File: src/rtl/mem_pkg.sv
// mem_pkg: shared state/owner encodings, default widths and burst-count helper for mem_arbiter
package mem_pkg;

    typedef enum logic [1:0] {
        ST_IDLE   = 2'd0,
        ST_ACCESS = 2'd1,
        ST_ACK    = 2'd2
    } state_t;

    localparam logic OWN_CPU = 1'b0;
    localparam logic OWN_DMA = 1'b1;

    localparam int MEM_ADDR_W = 8;
    localparam int MEM_DATA_W = 8;

    // Consecutive-grant count: restarts at 1 on an owner change, saturates at the cap
    function automatic logic [3:0] burst_next(input logic [3:0] cnt, input logic same, input logic [3:0] cap);
        return !same ? 4'd1 : (cnt >= cap ? cap : cnt + 4'd1);
    endfunction

endpackage

File: src/rtl/mem_arb_pick.sv
// mem_arb_pick: combinational winner select; MEM_ARB_ROUND_ROBIN_EN selects round-robin on contention
module mem_arb_pick
    import mem_pkg::*;
#(
    parameter int MAX_BURST = 4
) (
    input  logic       cpu_req,
    input  logic       dma_req,
    input  logic       last_owner,
    input  logic [3:0] burst_cnt,
    output logic       winner
);

    logic both_win;

`ifdef MEM_ARB_ROUND_ROBIN_EN
    // Alternate on contention; the very first grant after reset (count still 0) goes to the CPU
    assign both_win = (burst_cnt == 4'd0) ? OWN_CPU : ~last_owner;
`else
    // CPU priority unless it has used up its burst allowance
    assign both_win = (burst_cnt >= 4'(MAX_BURST)) ? ~last_owner : OWN_CPU;
`endif

    assign winner = (cpu_req && dma_req) ? both_win : (dma_req ? OWN_DMA : OWN_CPU);

endmodule

File: src/rtl/mem_arbiter.sv
// mem_arbiter: two-port (CPU/DMA) arbiter for a shared RAM; optional MEM_ARB_ROUND_ROBIN_EN
module mem_arbiter
    import mem_pkg::*;
#(
    parameter int ADDR_W    = MEM_ADDR_W,
    parameter int DATA_W    = MEM_DATA_W,
    parameter int MAX_BURST = 4
) (
    input  logic              clk,
    input  logic              reset,
    input  logic              cpu_req,
    input  logic              cpu_we,
    input  logic [ADDR_W-1:0] cpu_addr,
    input  logic [DATA_W-1:0] cpu_wdata,
    output logic [DATA_W-1:0] cpu_rdata,
    output logic              cpu_ack,
    input  logic              dma_req,
    input  logic              dma_we,
    input  logic [ADDR_W-1:0] dma_addr,
    input  logic [DATA_W-1:0] dma_wdata,
    output logic [DATA_W-1:0] dma_rdata,
    output logic              dma_ack,
    output logic [ADDR_W-1:0] ram_addr,
    output logic [DATA_W-1:0] ram_wdata,
    input  logic [DATA_W-1:0] ram_rdata,
    output logic              ram_we,
    output logic              ram_oe,
    output logic              grant_dma
);

    state_t            state_q, state_d;
    logic              owner_q, owner_d;
    logic [3:0]        burst_q, burst_d;
    logic [ADDR_W-1:0] addr_q, addr_d;
    logic [DATA_W-1:0] wdata_q, wdata_d;
    logic              we_q, we_d;
    logic              oe_q, oe_d;
    logic [DATA_W-1:0] cpu_rdata_q, cpu_rdata_d;
    logic [DATA_W-1:0] dma_rdata_q, dma_rdata_d;
    logic              cpu_ack_q, cpu_ack_d;
    logic              dma_ack_q, dma_ack_d;
    logic              win;

    // owner_q doubles as last_owner: it is only rewritten when a new grant is made
    mem_arb_pick #(.MAX_BURST(MAX_BURST)) u_pick (
        .cpu_req   (cpu_req),
        .dma_req   (dma_req),
        .last_owner(owner_q),
        .burst_cnt (burst_q),
        .winner    (win)
    );

    // Next-state: grant in IDLE, drive RAM for one cycle in ACCESS, pulse ack in ACK
    always_comb begin
        state_d     = state_q;
        owner_d     = owner_q;
        burst_d     = burst_q;
        addr_d      = addr_q;
        wdata_d     = wdata_q;
        we_d        = 1'b0;
        oe_d        = 1'b0;
        cpu_rdata_d = cpu_rdata_q;
        dma_rdata_d = dma_rdata_q;
        cpu_ack_d   = 1'b0;
        dma_ack_d   = 1'b0;
        case (state_q)
            ST_IDLE: if (cpu_req || dma_req) begin
                state_d = ST_ACCESS;
                owner_d = win;
                burst_d = burst_next(burst_q, win == owner_q, 4'(MAX_BURST));
                addr_d  = win ? dma_addr : cpu_addr;
                wdata_d = win ? dma_wdata : cpu_wdata;
                we_d    = win ? dma_we : cpu_we;
                oe_d    = ~we_d;
            end
            ST_ACCESS: begin
                state_d     = ST_ACK;
                cpu_rdata_d = (oe_q && !owner_q) ? ram_rdata : cpu_rdata_q;
                dma_rdata_d = (oe_q && owner_q) ? ram_rdata : dma_rdata_q;
                cpu_ack_d   = ~owner_q;
                dma_ack_d   = owner_q;
            end
            default: state_d = ST_IDLE;
        endcase
    end

    // State and registered outputs; reset aborts any access in flight
    always_ff @(posedge clk) begin
        if (reset) begin
            state_q     <= ST_IDLE;
            owner_q     <= OWN_CPU;
            burst_q     <= 4'd0;
            addr_q      <= '0;
            wdata_q     <= '0;
            we_q        <= 1'b0;
            oe_q        <= 1'b0;
            cpu_rdata_q <= '0;
            dma_rdata_q <= '0;
            cpu_ack_q   <= 1'b0;
            dma_ack_q   <= 1'b0;
        end else begin
            state_q     <= state_d;
            owner_q     <= owner_d;
            burst_q     <= burst_d;
            addr_q      <= addr_d;
            wdata_q     <= wdata_d;
            we_q        <= we_d;
            oe_q        <= oe_d;
            cpu_rdata_q <= cpu_rdata_d;
            dma_rdata_q <= dma_rdata_d;
            cpu_ack_q   <= cpu_ack_d;
            dma_ack_q   <= dma_ack_d;
        end
    end

    assign ram_addr  = addr_q;
    assign ram_wdata = wdata_q;
    assign ram_we    = we_q;
    assign ram_oe    = oe_q;
    assign grant_dma = owner_q;
    assign cpu_rdata = cpu_rdata_q;
    assign dma_rdata = dma_rdata_q;
    assign cpu_ack   = cpu_ack_q;
    assign dma_ack   = dma_ack_q;

endmodule

File: config.mk
export PLATFORM = sky130hd
export DESIGN_NAME = mem_arbiter
export DESIGN_NICKNAME = d
export VERILOG_FILES = /design/src/rtl/mem_pkg.sv /design/src/rtl/mem_arb_pick.sv /design/src/rtl/mem_arbiter.sv
export SDC_FILE = /design/constraint.sdc
export NUM_CORES = 1
export LEC_CHECK = 0
export CAP_MARGIN = 10
export CORE_ASPECT_RATIO = 0.75
export CORE_MARGIN = 3
export CORE_UTILIZATION = 30
export CTS_CLUSTER_SIZE = 8
export DETAILED_ROUTE_END_ITERATION = 8
export PLACE_DENSITY_LB_ADDON = 0.08
export SLEW_MARGIN = 15
export SYNTH_ARGS = -nofsm -noshare
export SYNTH_HDL_FRONTEND = slang
export SYNTH_SLANG_ARGS = --single-unit
File: constraint.sdc
create_clock -name clk -period 1.2 [get_ports clk]
set_input_delay 0.24 -clock clk [delete_from_list [all_inputs] [get_ports clk]]
set_output_delay 0.24 -clock clk [all_outputs]
set_load 0.005 [all_outputs]
Word-level counts from Yosys, hierarchy flattened:

Cells that the tools add are included.

* add/subtract/negate cells: 1
* magnitude comparators: 1
* eq/ne operators: 3
* mux-type cells: 10
* bitwise gates (word level): 5
* reduce and logical (&&, ||, !) cells: 11

Operators by type and width (number)
* two-way mux 8 bit: 2
* two-way mux 4 bit: 2
* AND reduction 2 bit: 3
* inverter 1 bit: 5
* adder 4 x 1 -> 4 bit (second input constant): 1
* greater-or-equal comparator 4 x 3 -> 1 bit (second input constant): 1
* two-way mux 1 bit: 4
* one-hot mux 2 bit (2 select lines): 1
* logical AND 1 bit: 3
* OR reduction 3 bit: 1
* equality test 2 x 1 -> 1 bit (second input constant): 1
* logical NOT 2 bit: 1
* two-way mux 2 bit: 1
* inequality test 2 bit (second input constant): 1
* OR reduction 2 bit: 1
* equality test 1 bit: 1
* logical NOT 1 bit: 1
* logical OR 1 bit: 1

* bits in registers: 43
* input port bits: 46
* output and inout port bits: 37
* word-level logic and storage cells: 42

Depth between registers and ports, before layout:

Gate-level depths: netlist of run 1.

* depth in word-level cells: 5
* mapped depth: 6
* mapped depth without buffers: 4

Cells and area by module:

A second synthesis of run 1 with hierarchy kept.

* cell total of the unflattened synthesis: 181
* area, all modules: 1785.5 um2

By module, submodules not included
* mem_arbiter: instances 1, cells an instance 179, area an instance 1770.4 um2, seq. area each 860.8 um2
* mem_arb_pick: instances 1, cells an instance 2, area an instance 15.0 um2, seq. area each 0.0 um2

Least setup slack after synthesis of run 1:

Ideal clock, no wire load.

* path kind: register to register
* start point: register owner_q (netlist: grant_dma)
* end point: register burst_q[2]
* arrival: 1258 ps
* required time: 1084 ps
* path slack: -174 ps
* stages on the path, launching flop included: 5
* cells stage by stage: dfxtp_1 nor2b_2 a21oi_1 or4_1 and3b_1

* word-level cells in the longest chain between the ends: 5

RTL lines
* start, declared: RTL line mem_arbiter.sv:32 `logic owner_q, owner_d;`
* start signal, assigned: RTL line mem_arbiter.sv:103 `owner_q <= owner_d;`
* inverter 1 bit: RTL line mem_arb_pick.sv:21 `assign both_win = (burst_cnt >= 4'(MAX_BURST)) ? ~last_owner : OWN_CPU;`
* two-way mux 1 bit: RTL line mem_arb_pick.sv:21
* two-way mux 1 bit: RTL line mem_arb_pick.sv:24 `assign winner = (cpu_req && dma_req) ? both_win : (dma_req ? OWN_DMA : OWN_CPU);`
* equality test 1 bit *: RTL line mem_arbiter.sv:70 `burst_d = burst_next(burst_q, win == owner_q, 4'(MAX_BURST));`
* two-way mux 4 bit *: RTL line mem_pkg.sv:18 `return !same ? 4'd1 : (cnt >= cap ? cap : cnt + 4'd1);`
* end signal, assigned: RTL line mem_arbiter.sv:104 `burst_q <= burst_d;`
* end, declared: RTL line mem_arbiter.sv:33 `logic [3:0] burst_q, burst_d;`

Mark *: on every way between the ends. The rest lies on a longest branch, timed or not.
A chain may end at the register's enable or synchronous reset.

Worst setup path in the final report of run 1:

Same ends and word-level chain as after synthesis.

==> results of run 1 <==
-- cell families after synthesis --
logic type	after synthesis
buffers and inverters	14
XOR/XNOR	1
flip-flops	43
multiplexers	1
adder cells (fa/ha/maj)	1
AND/OR/NAND/NOR	90
AO/OA/AOI/OAI	57
-- state kept, by name, indices dropped and copies added, names as in the netlist --
register / count
ram_wdata: 8
dma_ack: 1
state_q: 2
ram_addr: 8
burst_q: 4
ram_we: 1
grant_dma: 1
cpu_rdata: 8
cpu_ack: 1
ram_oe: 1
dma_rdata: 8
-- cell type report --
cell class | count | area [um2]
inverters | 1 | 3.75
clock inverters | 2 | 60.1
multi-input cells | 150 | 1070
well taps | 75 | 93.8
repair buffers | 112 | 1080
flip-flops and latches | 43 | 887
clock buffers | 6 | 72.6
fillers | 518 | 2280
-- Yosys cell counts, drive strengths merged (2+ instances only) --
master | count | share of area
nor2 | 23 | 0.048
dfxtp | 43 | 0.48
and2 | 3 | 0.010
buf | 7 | 0.030
nor3b | 2 | 0.0083
nand2 | 50 | 0.10
a211oi | 16 | 0.092
clkbuf | 5 | 0.010
a21oi | 35 | 0.12
or2 | 2 | 0.0070
-- power by group through the flow --
| stage | Clock, mW | Combinational (mW) | Sequential, mW |
|---|---|---|---|
| finish | 1.33 | 0.836 | 1.57 |
| global placement | 0 | 0.783 | 1.60 |
| floorplan | 0 | 0.322 | 1.60 |
| CTS | 1.36 | 0.810 | 1.57 |
| detailed placement | 0 | 0.781 | 1.60 |
| global route | 1.42 | 0.911 | 1.58 |
-- layer usage --
metal / track usage / routed length, um / vias up
met5: 0 / 0 / -
met4: 0.0379 / 21 / 0
met3: 0.0670 / 461 / 3
met2: 0.219 / 2300 / 49
met1: 0.245 / 2790 / 841
li1: - / - / 912
-- per-stage QoR --
step / setup WS, ns / instances / TNS, ns / utilization / cell area (um2)
final: -0.169 / 389 / -4.05 / 0.589 / 3270
after floorplan: -0.104 / 207 / -1.14 / - / 1810
after CTS: -0.169 / 390 / -3.24 / 0.560 / 3110
after detailed placement: -0.554 / 374 / -14.22 / 0.514 / 2860
after global routing: -0.241 / 389 / -6.13 / 0.589 / 3270
after global placement: -0.548 / 374 / -13.98 / 0.514 / 2860
-- worst min-delay path, cell delays in order, from the launching register on --
cell     delay (ns)
dfxtp_2        0.32
nand2_1        0.05
a21oi_1        0.05
-- path summary, 6_finish.rpt --
check / from / to / slack [ns] / depth (start not counted)
hold / removal: cpu_rdata[3]$_SDFFE_PP0P_ / cpu_rdata[3]$_SDFFE_PP0P_ / 0.46 / 2
hold reg to reg: cpu_rdata[3]$_SDFFE_PP0P_ / cpu_rdata[3]$_SDFFE_PP0P_ / 0.46 / 2
setup reg to reg: grant_dma$_SDFFE_PP0P_ / burst_q[2]$_SDFFE_PP0P_ / -0.17 / 5
setup / recovery: grant_dma$_SDFFE_PP0P_ / burst_q[2]$_SDFFE_PP0P_ / -0.17 / 5
-- timing repair --
item	CTS	global route
pin swaps	7	42
cloned	1	1
setup endpoints to repair	69	39
buffers inserted	7	0
gates resized for setup	74	56
==> run_results.csv, run 1 <==
group,metric,value,unit
run_status,status,"finished, violations left",
run_status,violations,"setup timing",
floorplanning,fp.dieW,95.4,um
power,p_clk_frac,0.355,
global_route,track_usage,0.165,
place,place.gp.congestion,0.795,
synthesis,synthSimpleGateAreaFrac,0.219,
cts,cts_root_buf,"clkbuf_8",
synthesis,syn_inst,207,
cts,htree_levels,2,
global_route,grt_pass1_vias,1764,
cells_and_area,num_antenna_cells,0,
synthesis,synth-compound-area-share,0.237,
global_route,antenna_found_initial,0,
worst_setup_path,path_class,"reg2reg",
timing,fmax,0.731,GHz
cts,cts_tree,"built",
cells_and_area,final_cell_mix,"43 x clkdlybuf4s50_1, 37 x dlygate4sd2_1, 26 x dfxtp_1",
drt,drtIter0Drc,51,
timing,hold_slack,0.462,ns
synthesis,synth_fa_ha_area_frac,0.00696,
cts,clk_latency,0.29,ns
synthesis,synth_nets,254,
floorplanning,core_area,5550,um2
worst_setup_path,cp.arrival,1.55,ns
power,p_int,2.82,mW
floorplanning,die-area,6970,um2
cells_and_area,fin_nets,360,
cts,clockBufferDepth,2,
min_path,min_path_type,"reg2reg",
global_route,grt_max_degree,19,
synthesis,yosysWarnings,0,
timing,rsz0062_at_grt,"yes",
synthesis,muxShareOfSynthArea,0.00557,
global_route,grt_overflow,0,
power,seqPwrFrac,0.421,
worst_setup_path,crit_fanout,4,
timing,fin_crit,1.37,ns
worst_setup_path,start_kind,"register",
synthesis,yosysSeqAreaShare,0.479,
cts,clk_pin_slew_worst_paths,0.08,ns
cts,cts_sinks,43,
cts,cts_hold_buf,0,
worst_setup_path,path_delay_family,"simple AND/OR/NAND/NOR gates",
drt,routed_wl,5580,um
power,switching_share,0.245,
power,p_comb_frac,0.224,
job,drv_cap,0,
floorplanning,start_util,0.324,
timing,slew_viol_final,0,
floorplanning,rows,23,
synthesis,synth_area,1800,um2
timing,period_share,1.14,
floorplanning,fp.dieH,73.0,um
drt,vias_per_cell,4.64,
cts,cts_buffers,5,
place,numPortBuffers,82,
cells_and_area,areaGrowthSynthToFinish,81.8,%
timing,setup-violations-final,37,
power,p_switching,0.916,mW
power,leakage,1.39,nW
floorplanning,io_pins,83,
synthesis,synth.avg_cell_area,8.69,um2
timing,hold_viol,0,
synthesis,synth_edf_count,0,
drt,route.detailed.drc,0,
worst_setup_path,cp_cell_sequence,"buf_6 > nor2b_4 > a21oi_1 > or4_4 > and3b_1",
drt,firstDrtPassIters,5,
global_route,grt_pass1_wl,8850,um
drt,wl_per_cell,14.3,um
cells_and_area,final_common_cell,"clkdlybuf4s50_1",
timing,clock_skew,0.00655,ns
synthesis,ys.flop_type,"dfxtp_1",
timing,tightest_slew,0.344,ns
worst_setup_path,cp_slowest_cell,"or4_4",
drt,postRouteAntennaNets,0,
worst_setup_path,critical_path.max_stage_delay,0.42,ns
power,power_density,1140,nW/um2
timing,relSlewSlack,0.770,
worst_setup_path,worst-path-buf-inv,1,
place,place_hpwl,3890,um
timing,worst_slack,-0.169,ns
cells_and_area,drive_gt1_frac,0.408,
synthesis,async_flop_share,0,
synthesis,synthDistinctLibCells,38,
drt,vias,1805,
worst_setup_path,worstPathRequired,1.38,ns
synthesis,yosys.area_share.xor_xnor,0.00487,
power,ir_drop,632,uV
synthesis,ys_ff_latch,43,
worst_setup_path,cp-end-kind,"register",
power,design_power_total,3.73,mW
synthesis,synth_top_family_by_area,"compound AO/OA/AOI/OAI gates",
No activity file was read; power rests on OpenSTA's default activity.
==> run 2, diff against run 1 <==
--- a/config.mk
+++ b/config.mk
@@ -16,3 +16,4 @@
 export SYNTH_ARGS = -nofsm -noshare
 export SYNTH_HDL_FRONTEND = slang
 export SYNTH_SLANG_ARGS = --single-unit
+export TNS_END_PERCENT = 100
==> results of run 2 <==
Final layout, timing and power as in run 1 (identical DEF).
==> run 3, diff against run 2 <==
--- a/config.mk
+++ b/config.mk
@@ -6,9 +6,11 @@
 export NUM_CORES = 1
 export LEC_CHECK = 0
 export CAP_MARGIN = 10
+export CELL_PAD_IN_SITES_DETAIL_PLACEMENT = 1
+export CELL_PAD_IN_SITES_GLOBAL_PLACEMENT = 1
 export CORE_ASPECT_RATIO = 0.75
 export CORE_MARGIN = 3
-export CORE_UTILIZATION = 30
+export CORE_UTILIZATION = 26
 export CTS_CLUSTER_SIZE = 8
 export DETAILED_ROUTE_END_ITERATION = 8
 export PLACE_DENSITY_LB_ADDON = 0.08
==> run_results.csv, run 3 (synthesis gave the netlist of run 1 again) <==
group,metric,value,unit
worst_setup_path,path_class,"reg2reg",
timing,relSlewSlack,0.744,
cells_and_area,drive_gt1_frac,0.417,
cells_and_area,fin_nets,355,
cts,clk_latency,0.30,ns
global_route,grt_pass1_vias,1804,
timing,setup-violations-final,36,
drt,vias_per_cell,4.64,
global_route,grt_max_degree,18,
timing,slew_viol_final,0,
timing,hold_viol,0,
place,place.gp.congestion,0.771,
timing,fin_crit,1.40,ns
cells_and_area,areaGrowthSynthToFinish,75.4,%
place,place_area,2800,um2
job,drv_cap,0,
worst_setup_path,crit_fanout,4,
cts,cts_hold_buf,0,
worst_setup_path,worstPathRequired,1.40,ns
timing,worst_slack,-0.201,ns
drt,routed_wl,6040,um
cells_and_area,num_antenna_cells,0,
place,numPortBuffers,82,
global_route,grt_pass1_wl,9240,um
floorplanning,fp.dieW,102,um
worst_setup_path,path_delay_family,"simple AND/OR/NAND/NOR gates",
global_route,antenna_found_initial,0,
timing,period_share,1.17,
drt,route.detailed.drc,0,
timing,rsz0062_at_grt,"yes",
drt,postRouteAntennaNets,0,
cts,clockBufferDepth,2,
cells_and_area,utilization,0.485,
timing,tightest_slew,0.383,ns
floorplanning,core_area,6510,um2
drt,wl_per_cell,15.5,um
cells_and_area,fin_area,3150,um2
drt,vias,1809,
drt,drtIter0Drc,24,
power,power_density,1150,nW/um2
min_path,min_path_type,"in2reg",
worst_setup_path,cp_slowest_cell,"or4_4",
global_route,track_usage,0.148,
cells_and_area,final_cell_mix,"42 x clkdlybuf4s50_1, 38 x dlygate4sd2_1, 30 x nand2_1",
worst_setup_path,start_kind,"register",
worst_setup_path,worst-path-buf-inv,2,
run_status,status,"finished, violations left",
cts,cts_root_buf,"clkbuf_8",
worst_setup_path,cp-end-kind,"register",
floorplanning,io_pins,83,
cts,cts_sinks,43,
cts,cts_tree,"built",
power,ir_drop,462,uV
place,place_hpwl,4450,um
worst_setup_path,critical_path.max_stage_delay,0.48,ns
timing,fmax,0.714,GHz
global_route,grt_overflow,0,
cts,htree_levels,2,
cts,clk_pin_slew_worst_paths,0.09,ns
worst_setup_path,cp_cell_sequence,"buf_6 > inv_2 > and3_4 > or4_4 > and3b_1",
run_status,violations,"setup timing",
worst_setup_path,cp.arrival,1.60,ns
cts,cts_buffers,5,
timing,clock_skew,0.0107,ns
floorplanning,start_util,0.276,
drt,firstDrtPassIters,4,
floorplanning,fp.dieH,78.0,um
floorplanning,rows,25,
floorplanning,die-area,7960,um2
power,leakage,1.32,nW
cells_and_area,final_common_cell,"clkdlybuf4s50_1",
timing,tns,-3.61,ns
==> run 3: cell count changes in the layout (fill, tap and decap cells not counted), moves of 2 or more <==
cell | before | now
nand2_1 | 22 | 30
dfxtp_1 | 26 | 19
dfxtp_2 | 15 | 22
nand2_4 | 7 | 2
a21oi_1 | 13 | 10
a21oi_2 | 21 | 24
buf_4 | 19 | 16
nand2_2 | 21 | 18
nor2_2 | 0 | 2
==> run 3: area by class of cell <==
class,instances,area (um2)
clock buffer,7,97.6
clock inverter,1,30.0
timing repair buffer,107,993
fill,755,3350
inverter,1,3.75
tap,81,101
multi-input combinational,150,1030
sequential,43,896
==> run 3: timing repair <==
| action | 4_1_cts | 5_1_grt |
|---|---|---|
| gates resized for setup | 77 | 48 |
| buffers inserted | 4 | 1 |
| setup endpoints to repair | 74 | 40 |
| cloned | 0 | 1 |
| pin swaps | 11 | 29 |
| endpoints found under the hold margin | 0 | 0 |
==> run 3: routing by layer <==
| layer | track usage | part of all wire | wire length, um | vias to the layer above |
|---|---|---|---|---|
| met5 | 0 | 0 | 0 | - |
| met4 | 0.0354 | 0.0070 | 42 | 0 |
| met3 | 0.0435 | 0.060 | 360 | 5 |
| met2 | 0.219 | 0.42 | 2550 | 47 |
| met1 | 0.212 | 0.51 | 3080 | 858 |
| li1 | - | - | - | 899 |
==> run 3: path summary, 6_finish.rpt <==
kind         depth (start not counted)  slack (ns)                        end                 startpoint
max                                  5       -0.20    burst_q[2]$_SDFFE_PP0P_     grant_dma$_SDFFE_PP0P_
max reg2reg                          5       -0.20    burst_q[2]$_SDFFE_PP0P_     grant_dma$_SDFFE_PP0P_
min                                  2        0.20    state_q[0]$_SDFFE_PP0P_                      reset
min reg2reg                          2        0.46  dma_rdata[6]$_SDFFE_PP0P_  dma_rdata[6]$_SDFFE_PP0P_
==> run 3: stage by stage <==
stage               worst slack (ns)  std cells  hold slack [ns]  power [mW]
floorplan                     -0.104        207            0.331        1.92
global placement              -0.565        376            0.444        2.36
detailed placement            -0.596        376            0.452        2.37
CTS                           -0.198        388            0.176        3.64
global route                  -0.238        390            0.196        3.81
finish                        -0.201        390            0.197        3.63
==> run 3: where the power goes <==
group          switching (mW)  total, mW  internal (mW)
Combinational           0.362      0.789          0.427
Clock                   0.518       1.27          0.749
Sequential             0.0551       1.58           1.52
Total                   0.934       3.63           2.70
